[src/rtl/mem_stage_lsu.sv]
// Memory stage: EX/MEM register, req/gnt/rvalid data-memory sequencer,
// store lane alignment and load extraction feeding the writeback register.
module mem_stage_lsu #(
    parameter int DATA_WIDTH = 32,
    parameter int ADDR_WIDTH = 32
) (
    input  logic                  clk,
    input  logic                  rst,
    input  logic                  ex_valid,
    input  logic [DATA_WIDTH-1:0] ex_opr_res,
    input  logic [DATA_WIDTH-1:0] ex_opr_b,
    input  logic [2:0]            ex_lsuop,
    input  logic                  ex_mem_rd,
    input  logic                  ex_mem_wr,
    input  logic [4:0]            ex_rd,
    input  logic                  ex_rf_en,
    output logic                  stall,
    output logic                  dm_req,
    output logic                  dm_we,
    output logic [ADDR_WIDTH-1:0] dm_addr,
    output logic [3:0]            dm_be,
    output logic [DATA_WIDTH-1:0] dm_wdata,
    input  logic                  dm_gnt,
    input  logic                  dm_rvalid,
    input  logic [DATA_WIDTH-1:0] dm_rdata,
    output logic                  wb_valid,
    output logic [4:0]            wb_rd,
    output logic                  wb_rf_en,
    output logic [DATA_WIDTH-1:0] wb_data,
    output logic                  wb_misaligned
);

    localparam logic [1:0] ST_IDLE = 2'd0;
    localparam logic [1:0] ST_REQ  = 2'd1;
    localparam logic [1:0] ST_WAIT = 2'd2;

    localparam logic [1:0] SZ_B = 2'd0;
    localparam logic [1:0] SZ_H = 2'd1;
    localparam logic [1:0] SZ_W = 2'd2;

    // Access size; reserved lsuop codes behave as a word access.
    function automatic logic [1:0] size_of(input logic [2:0] op);
        logic [1:0] sz;
        case (op)
            3'b000, 3'b100: sz = SZ_B;
            3'b001, 3'b101: sz = SZ_H;
            default:        sz = SZ_W;
        endcase
        return sz;
    endfunction

    function automatic logic is_misaligned(input logic [2:0] op, input logic [1:0] a);
        logic m;
        case (size_of(op))
            SZ_B:    m = 1'b0;
            SZ_H:    m = a[0];
            default: m = (a != 2'b00);
        endcase
        return m;
    endfunction

    function automatic logic [3:0] be_of(input logic [2:0] op, input logic [1:0] a);
        logic [3:0] be;
        case (size_of(op))
            SZ_B:    be = 4'b0001 << a;
            SZ_H:    be = a[1] ? 4'b1100 : 4'b0011;
            default: be = 4'b1111;
        endcase
        return be;
    endfunction

    function automatic logic [31:0] wdata_of(input logic [2:0] op, input logic [31:0] d);
        logic [31:0] w;
        case (size_of(op))
            SZ_B:    w = {4{d[7:0]}};
            SZ_H:    w = {2{d[15:0]}};
            default: w = d;
        endcase
        return w;
    endfunction

    function automatic logic [31:0] load_extract(input logic [2:0] op, input logic [1:0] a,
                                                 input logic [31:0] r);
        logic [7:0]  b;
        logic [15:0] h;
        logic        zext;
        logic [31:0] v;
        b    = r[8*a +: 8];
        h    = a[1] ? r[31:16] : r[15:0];
        zext = (op == 3'b100) || (op == 3'b101);
        case (size_of(op))
            SZ_B:    v = zext ? {24'd0, b} : {{24{b[7]}}, b};
            SZ_H:    v = zext ? {16'd0, h} : {{16{h[15]}}, h};
            default: v = r;
        endcase
        return v;
    endfunction

    logic [1:0]            state_r;
    logic [1:0]            state_next_s;
    logic                  stage_valid_r;
    logic                  mis_r;
    logic [2:0]            lsuop_r;
    logic [1:0]            addr_lo_r;
    logic [DATA_WIDTH-1:0] opr_res_r;
    logic [4:0]            rd_r;
    logic                  rf_en_r;
    logic [ADDR_WIDTH-1:0] dm_addr_r;
    logic [3:0]            dm_be_r;
    logic [DATA_WIDTH-1:0] dm_wdata_r;
    logic                  dm_we_r;

    logic                  wb_valid_r;
    logic [4:0]            wb_rd_r;
    logic                  wb_rf_en_r;
    logic [DATA_WIDTH-1:0] wb_data_r;
    logic                  wb_misaligned_r;

    logic                  stall_s;
    logic                  done_s;
    logic                  accept_s;
    logic                  ex_mem_s;
    logic                  ex_mis_s;
    logic                  go_req_s;
    logic [DATA_WIDTH-1:0] wb_data_s;

    // Decode of the incoming EX instruction.
    always_comb begin
        ex_mem_s = ex_mem_rd | ex_mem_wr;
        ex_mis_s = ex_mem_s & is_misaligned(ex_lsuop, ex_opr_res[1:0]);
        go_req_s = ex_valid & ex_mem_s & ~ex_mis_s;
    end

    // Stall and completion; stall falls in the completion cycle for back-to-back flow.
    always_comb begin
        stall_s = 1'b0;
        done_s  = 1'b0;
        case (state_r)
            ST_IDLE: begin
                stall_s = 1'b0;
                done_s  = stage_valid_r;
            end
            ST_REQ: begin
                stall_s = ~(dm_gnt & dm_we_r);
                done_s  = dm_gnt & dm_we_r;
            end
            ST_WAIT: begin
                stall_s = ~dm_rvalid;
                done_s  = dm_rvalid;
            end
            default: begin
                stall_s = 1'b0;
                done_s  = 1'b0;
            end
        endcase
        accept_s = ex_valid & ~stall_s;
    end

    // Next-state selection.
    always_comb begin
        state_next_s = state_r;
        if (!stall_s) begin
            state_next_s = go_req_s ? ST_REQ : ST_IDLE;
        end else if ((state_r == ST_REQ) && dm_gnt) begin
            state_next_s = ST_WAIT;
        end else begin
            state_next_s = state_r;
        end
    end

    // Writeback data: extracted load data only when finishing in WAIT.
    always_comb begin
        if (state_r == ST_WAIT) begin
            wb_data_s = load_extract(lsuop_r, addr_lo_r, dm_rdata);
        end else begin
            wb_data_s = opr_res_r;
        end
    end

    // FSM state register.
    always_ff @(posedge clk) begin
        if (rst) begin
            state_r <= ST_IDLE;
        end else begin
            state_r <= state_next_s;
        end
    end

    // EX/MEM stage register with the bus fields precomputed at accept.
    always_ff @(posedge clk) begin
        if (rst) begin
            stage_valid_r <= 1'b0;
            mis_r         <= 1'b0;
            lsuop_r       <= 3'd0;
            addr_lo_r     <= 2'd0;
            opr_res_r     <= '0;
            rd_r          <= 5'd0;
            rf_en_r       <= 1'b0;
            dm_addr_r     <= '0;
            dm_be_r       <= 4'd0;
            dm_wdata_r    <= '0;
            dm_we_r       <= 1'b0;
        end else if (accept_s) begin
            stage_valid_r <= 1'b1;
            mis_r         <= ex_mis_s;
            lsuop_r       <= ex_lsuop;
            addr_lo_r     <= ex_opr_res[1:0];
            opr_res_r     <= ex_opr_res;
            rd_r          <= ex_rd;
            rf_en_r       <= ex_rf_en;
            dm_addr_r     <= {ex_opr_res[ADDR_WIDTH-1:2], 2'b00};
            dm_be_r       <= be_of(ex_lsuop, ex_opr_res[1:0]);
            dm_wdata_r    <= wdata_of(ex_lsuop, ex_opr_b);
            dm_we_r       <= ex_mem_wr;
        end else if (done_s) begin
            stage_valid_r <= 1'b0;
        end else begin
            stage_valid_r <= stage_valid_r;
        end
    end

    // Writeback register: one-cycle valid pulse, payload held between completions.
    always_ff @(posedge clk) begin
        if (rst) begin
            wb_valid_r      <= 1'b0;
            wb_rd_r         <= 5'd0;
            wb_rf_en_r      <= 1'b0;
            wb_data_r       <= '0;
            wb_misaligned_r <= 1'b0;
        end else if (done_s) begin
            wb_valid_r      <= 1'b1;
            wb_rd_r         <= rd_r;
            wb_rf_en_r      <= rf_en_r & ~mis_r;
            wb_data_r       <= wb_data_s;
            wb_misaligned_r <= mis_r;
        end else begin
            wb_valid_r      <= 1'b0;
        end
    end

    assign stall         = stall_s;
    assign dm_req        = (state_r == ST_REQ);
    assign dm_we         = dm_we_r;
    assign dm_addr       = dm_addr_r;
    assign dm_be         = dm_be_r;
    assign dm_wdata      = dm_wdata_r;
    assign wb_valid      = wb_valid_r;
    assign wb_rd         = wb_rd_r;
    assign wb_rf_en      = wb_rf_en_r;
    assign wb_data       = wb_data_r;
    assign wb_misaligned = wb_misaligned_r;

endmodule

[config.mk]
export PLATFORM = sky130hd
export DESIGN_NAME = mem_stage_lsu
export DESIGN_NICKNAME = d
export VERILOG_FILES = /design/src/rtl/mem_stage_lsu.sv
export SDC_FILE = /design/constraint.sdc
export NUM_CORES = 1
export LEC_CHECK = 0
export BUFFER_PORTS_ARGS = -buffer_cell sky130_fd_sc_hd__buf_4
export CORE_MARGIN = 3
export CORE_UTILIZATION = 40
export CTS_BUF_LIST = sky130_fd_sc_hd__clkbuf_4 sky130_fd_sc_hd__clkbuf_8 sky130_fd_sc_hd__clkbuf_16
export DETAILED_ROUTE_END_ITERATION = 16
export PLACE_DENSITY = 0.67
export SYNTH_ARGS = -nofsm -noshare
export SYNTH_HDL_FRONTEND = slang
export SYNTH_SLANG_ARGS = --single-unit
export TNS_END_PERCENT = 100
[constraint.sdc]
create_clock -name clk -period 2.05 [get_ports clk]
set_input_delay 0.41 -clock clk [delete_from_list [all_inputs] [get_ports clk]]
set_output_delay 0.41 -clock clk [all_outputs]
set_load 0.1 [all_outputs]
==> summary.md <==
| Metric | Value |
|---|---|
| Run status | completed |
| Worst setup margin | between 50 and 60 ps |
| Area of the multi-input gates | 0.003221 sq mm |
| Critical path class | flip-flop to primary output |
| Via count | 6292 |
| Placeable Area | roughly 0.015 sq mm |
| Hold Vio Cnt, Final | 0 |
| Commonest non-fill, non-tap cell in the layout | buf_4 |
| Largest net degree at the start of global routing | 83 |
| Clock Latency Late Sink | ~420 ps |
| Worst hold slack | 250.7 ps |
| Worst reg2reg startpoint | state_r[0]$_SDFFE_PP0P_ |
| Die area | 0.01653 sq mm |
| Worst VDD drop | 0.5710 mV |
| Clock Pin Slew Worst Setup and Hold Paths | 60 ps |
| Clock Tree Buf Depth | 2 |
| Root buf cell | clkbuf_16 |
| Ys async rst share | 0% |
| CP Data Required Time | 1640 ps |
| Die Ht | 128.6 microns |
| Die width | between 100 and 150 microns |
| Hold_buf cts | 0 |
| Final Critical Period | 1991 ps |
| Setup Skew | 11.62 ps |
| Power Total | 7.496 mW |
| Routed len/inst | 19.17 microns |
| CTS Buf Count | 17 |
| Crit path largest cell delay | 380 ps |
| First-pass GRT wire length | 31980 microns |
| Sequential fraction of the synthesis area | 40.63% |
| FF-to-FF End | wb_data[24]$_SDFFE_PP0P_ |
| Final GP Congestion | 0.8563 |
| Hold Crit Class | primary input to flip-flop |
| Setup Slack @ Placement | 25.21 ps |
| CTS tree | built |
| H-tree Lvls | 4 |
| Vias in the first global route | 5883 |
| GRT Util Overall | 24.48% |
| Setup violations, final | 0 |
| Grt total ovfl | 0 |
| I/O pins | 223 |
| Number of enable flip-flop cells after synthesis | 0 |
| Number of cells produced by synthesis | 709 |
| Worst slew pin tran | 511.7 ps |
| Synth cell types | 51 |
| Seq. cell area | 0.002451 sq mm |
| CP max-delay cell | dfxtp_4 |
| Via density | 5.751 |
| Setup crit end | stall |
| Yosys warnings | 0 |
| Initial antenna violation count | 0 |
| Worst EP arrival | 1580 ps |
| Critical path origin | state_r[1]$_SDFFE_PP0P_ |
| Critical path fanouts, max | 3 |
| Clock sink count | 122 |
| CP Capture Type | primary output |
| Synth Area per Inst | 8.478 sq um |
| Initial drt markers | about 560 |
| Cells along the critical path | inv_4, ha_4, a21boi_4, o21ai_4, clkinv_4, buf_12 |
| R2R Setup Slk | about 140 ps |
| CP Launch Type | flip-flop |
| Tcrit/Tclk final | a little over nine tenths |
| Slew Limit Fails | 0 |
| Share of layout cells above drive strength 1 | a little over a third |
| Synthesis-to-layout area growth | 41.96% |
| Worst R2R Path Depth | 8 |
| Routed Wire Length | 20980 microns |
| Slew headroom | 65.76% |
| # diodes | 0 |
| Max_cap viols | 0 |
| Core Rows | 44 |
| Layout Nets | 1013 |
| Dpl hpwl | between 10000 and 15000 microns |
| Post-synthesis cell area | 0.006011 sq mm |
| Commonest cells after routing, fill and taps aside | buf_4 (240), dfxtp_1 (119), a21oi_1 (96) |
| FILL cells | 1348 |
| PortBufs | 220 |
| #FFs+latches synth | 122 |
| Pwr/cell area | roughly 880 mW/mm^2 |
| Fmax | 502.3 MHz |
| Main synth FF type | dfxtp_1 |
| Pre-antenna DRT Iters | 5 |
| Leakage power | 3.435 nW |
| Starting density of the core | 41.05% |
| Final antenna-violating net count | 0 |
| Drt drc | 0 |
-- how the worst min path moves through the flow --
| stage | cells past startpoint | slack [ps] | to | from |
|---|---|---|---|---|
| detailed placement | 2 | 450 | wb_rd[3]$_SDFFE_PP0P_ | rd_r[3]$_SDFFE_PP0P_ |
| global route | 3 | 240 | opr_res_r[12]$_SDFFE_PP0P_ | ex_opr_res[12] |
| CTS | 3 | 240 | opr_res_r[21]$_SDFFE_PP0P_ | ex_opr_res[21] |
| finish | 3 | 250 | rd_r[1]$_SDFFE_PP0P_ | ex_rd[1] |
| floorplan | 2 | 430 | wb_rd[0]$_SDFFE_PP0P_ | rd_r[0]$_SDFFE_PP0P_ |
| global placement | 2 | 440 | wb_rd[1]$_SDFFE_PP0P_ | rd_r[1]$_SDFFE_PP0P_ |
-- registers in the layout (all words and copies together) (netlist names), 2 cells and up --
| signal | flops |
|---|---|
| opr_res_r | 31 |
| dm_wdata | 32 |
| wb_data | 32 |
| rd_r | 5 |
| dm_be | 4 |
| state_r | 2 |
| lsuop_r | 3 |
| wb_rd | 5 |
-- worst max-delay path, delay by kind of cell, from the launching register on --
kind | cells | cell delay [ps]
buffers and inverters | 3 | 310
AOI/OAI and AO/OA | 2 | 310
DFF | 1 | 380
adders and majority gates | 1 | 150
-- per-stage QoR --
stage / cells / instance area [sq um] / TNS [ps] / util [%]
after floorplan: 710 / 6032 / 0 / -
after global placement: 1058 / 7843 / 0 / 53.55
after detailed placement: 1058 / 7843 / 0 / 53.55
after CTS: 1093 / 8518 / -16.04 / 58.17
after global routing: 1094 / 8533 / -1.963 / 58.27
final: 1094 / 8533 / 0 / 58.27
-- final cells by class --
type                       count  share of cell area [%]
timing repair buffer         249                   23.23
multi-input combinational    497                   37.74
tap                          184                   2.698
clock inverter                10                   1.334
clock buffer                  22                   5.718
inverter                      10                  0.5572
sequential                   122                   28.72
-- timing repair --
item | CTS | global route
gates cloned | 0 | 0
pin swaps | 3 | 1
endpoints found under the setup margin | 1 | 1
gates resized for setup | 17 | 2
buffers inserted | 3 | 1
-- synth_stat cells, drive strengths merged, types with 13 or more instances --
library cell | n | share of area, %
a21oi | 97 | 8.1
a221oi | 23 | 4.4
a22oi | 18 | 2.3
a311oi | 18 | 2.6
buf | 36 | 3.5
clkbuf | 45 | 2.8
dfxtp | 122 | 41
mux2i | 19 | 3.2
nand2 | 56 | 3.5
nand2b | 17 | 1.8
nand3 | 52 | 4.3
nor2 | 17 | 1.1
o21ai | 89 | 7.4
o221ai | 13 | 1.9
-- metal layers --
metal	vias to the layer above	global-route usage, %	share of wire [%]
met2	265	39.81	48
met1	2980	31.15	42
met3	21	8.385	9.1
met4	0	6.609	1.4
met5	-	0	0
li1	3026	-	-
-- kinds of logic after synthesis --
logic type,Yosys count,synth area share (%)
fa+ha+maj,4,0.8327
mux,32,5.787
simple gates,162,13.43
flops,122,40.63
other cells,1,0.06239
buf+inv,91,6.911
compound gates,297,32.35
-- power by group --
| part | switching, mW | leakage, nW | internal [mW] |
|---|---|---|---|
| registers | 0.0960 | 1.00 | 2.50 |
| clock network | 1.09 | 0.288 | 1.93 |
| logic | 1.35 | 2.14 | 0.528 |
| total | 2.54 | 3.43 | 4.96 |
Power figures use the tool's default switching activity.
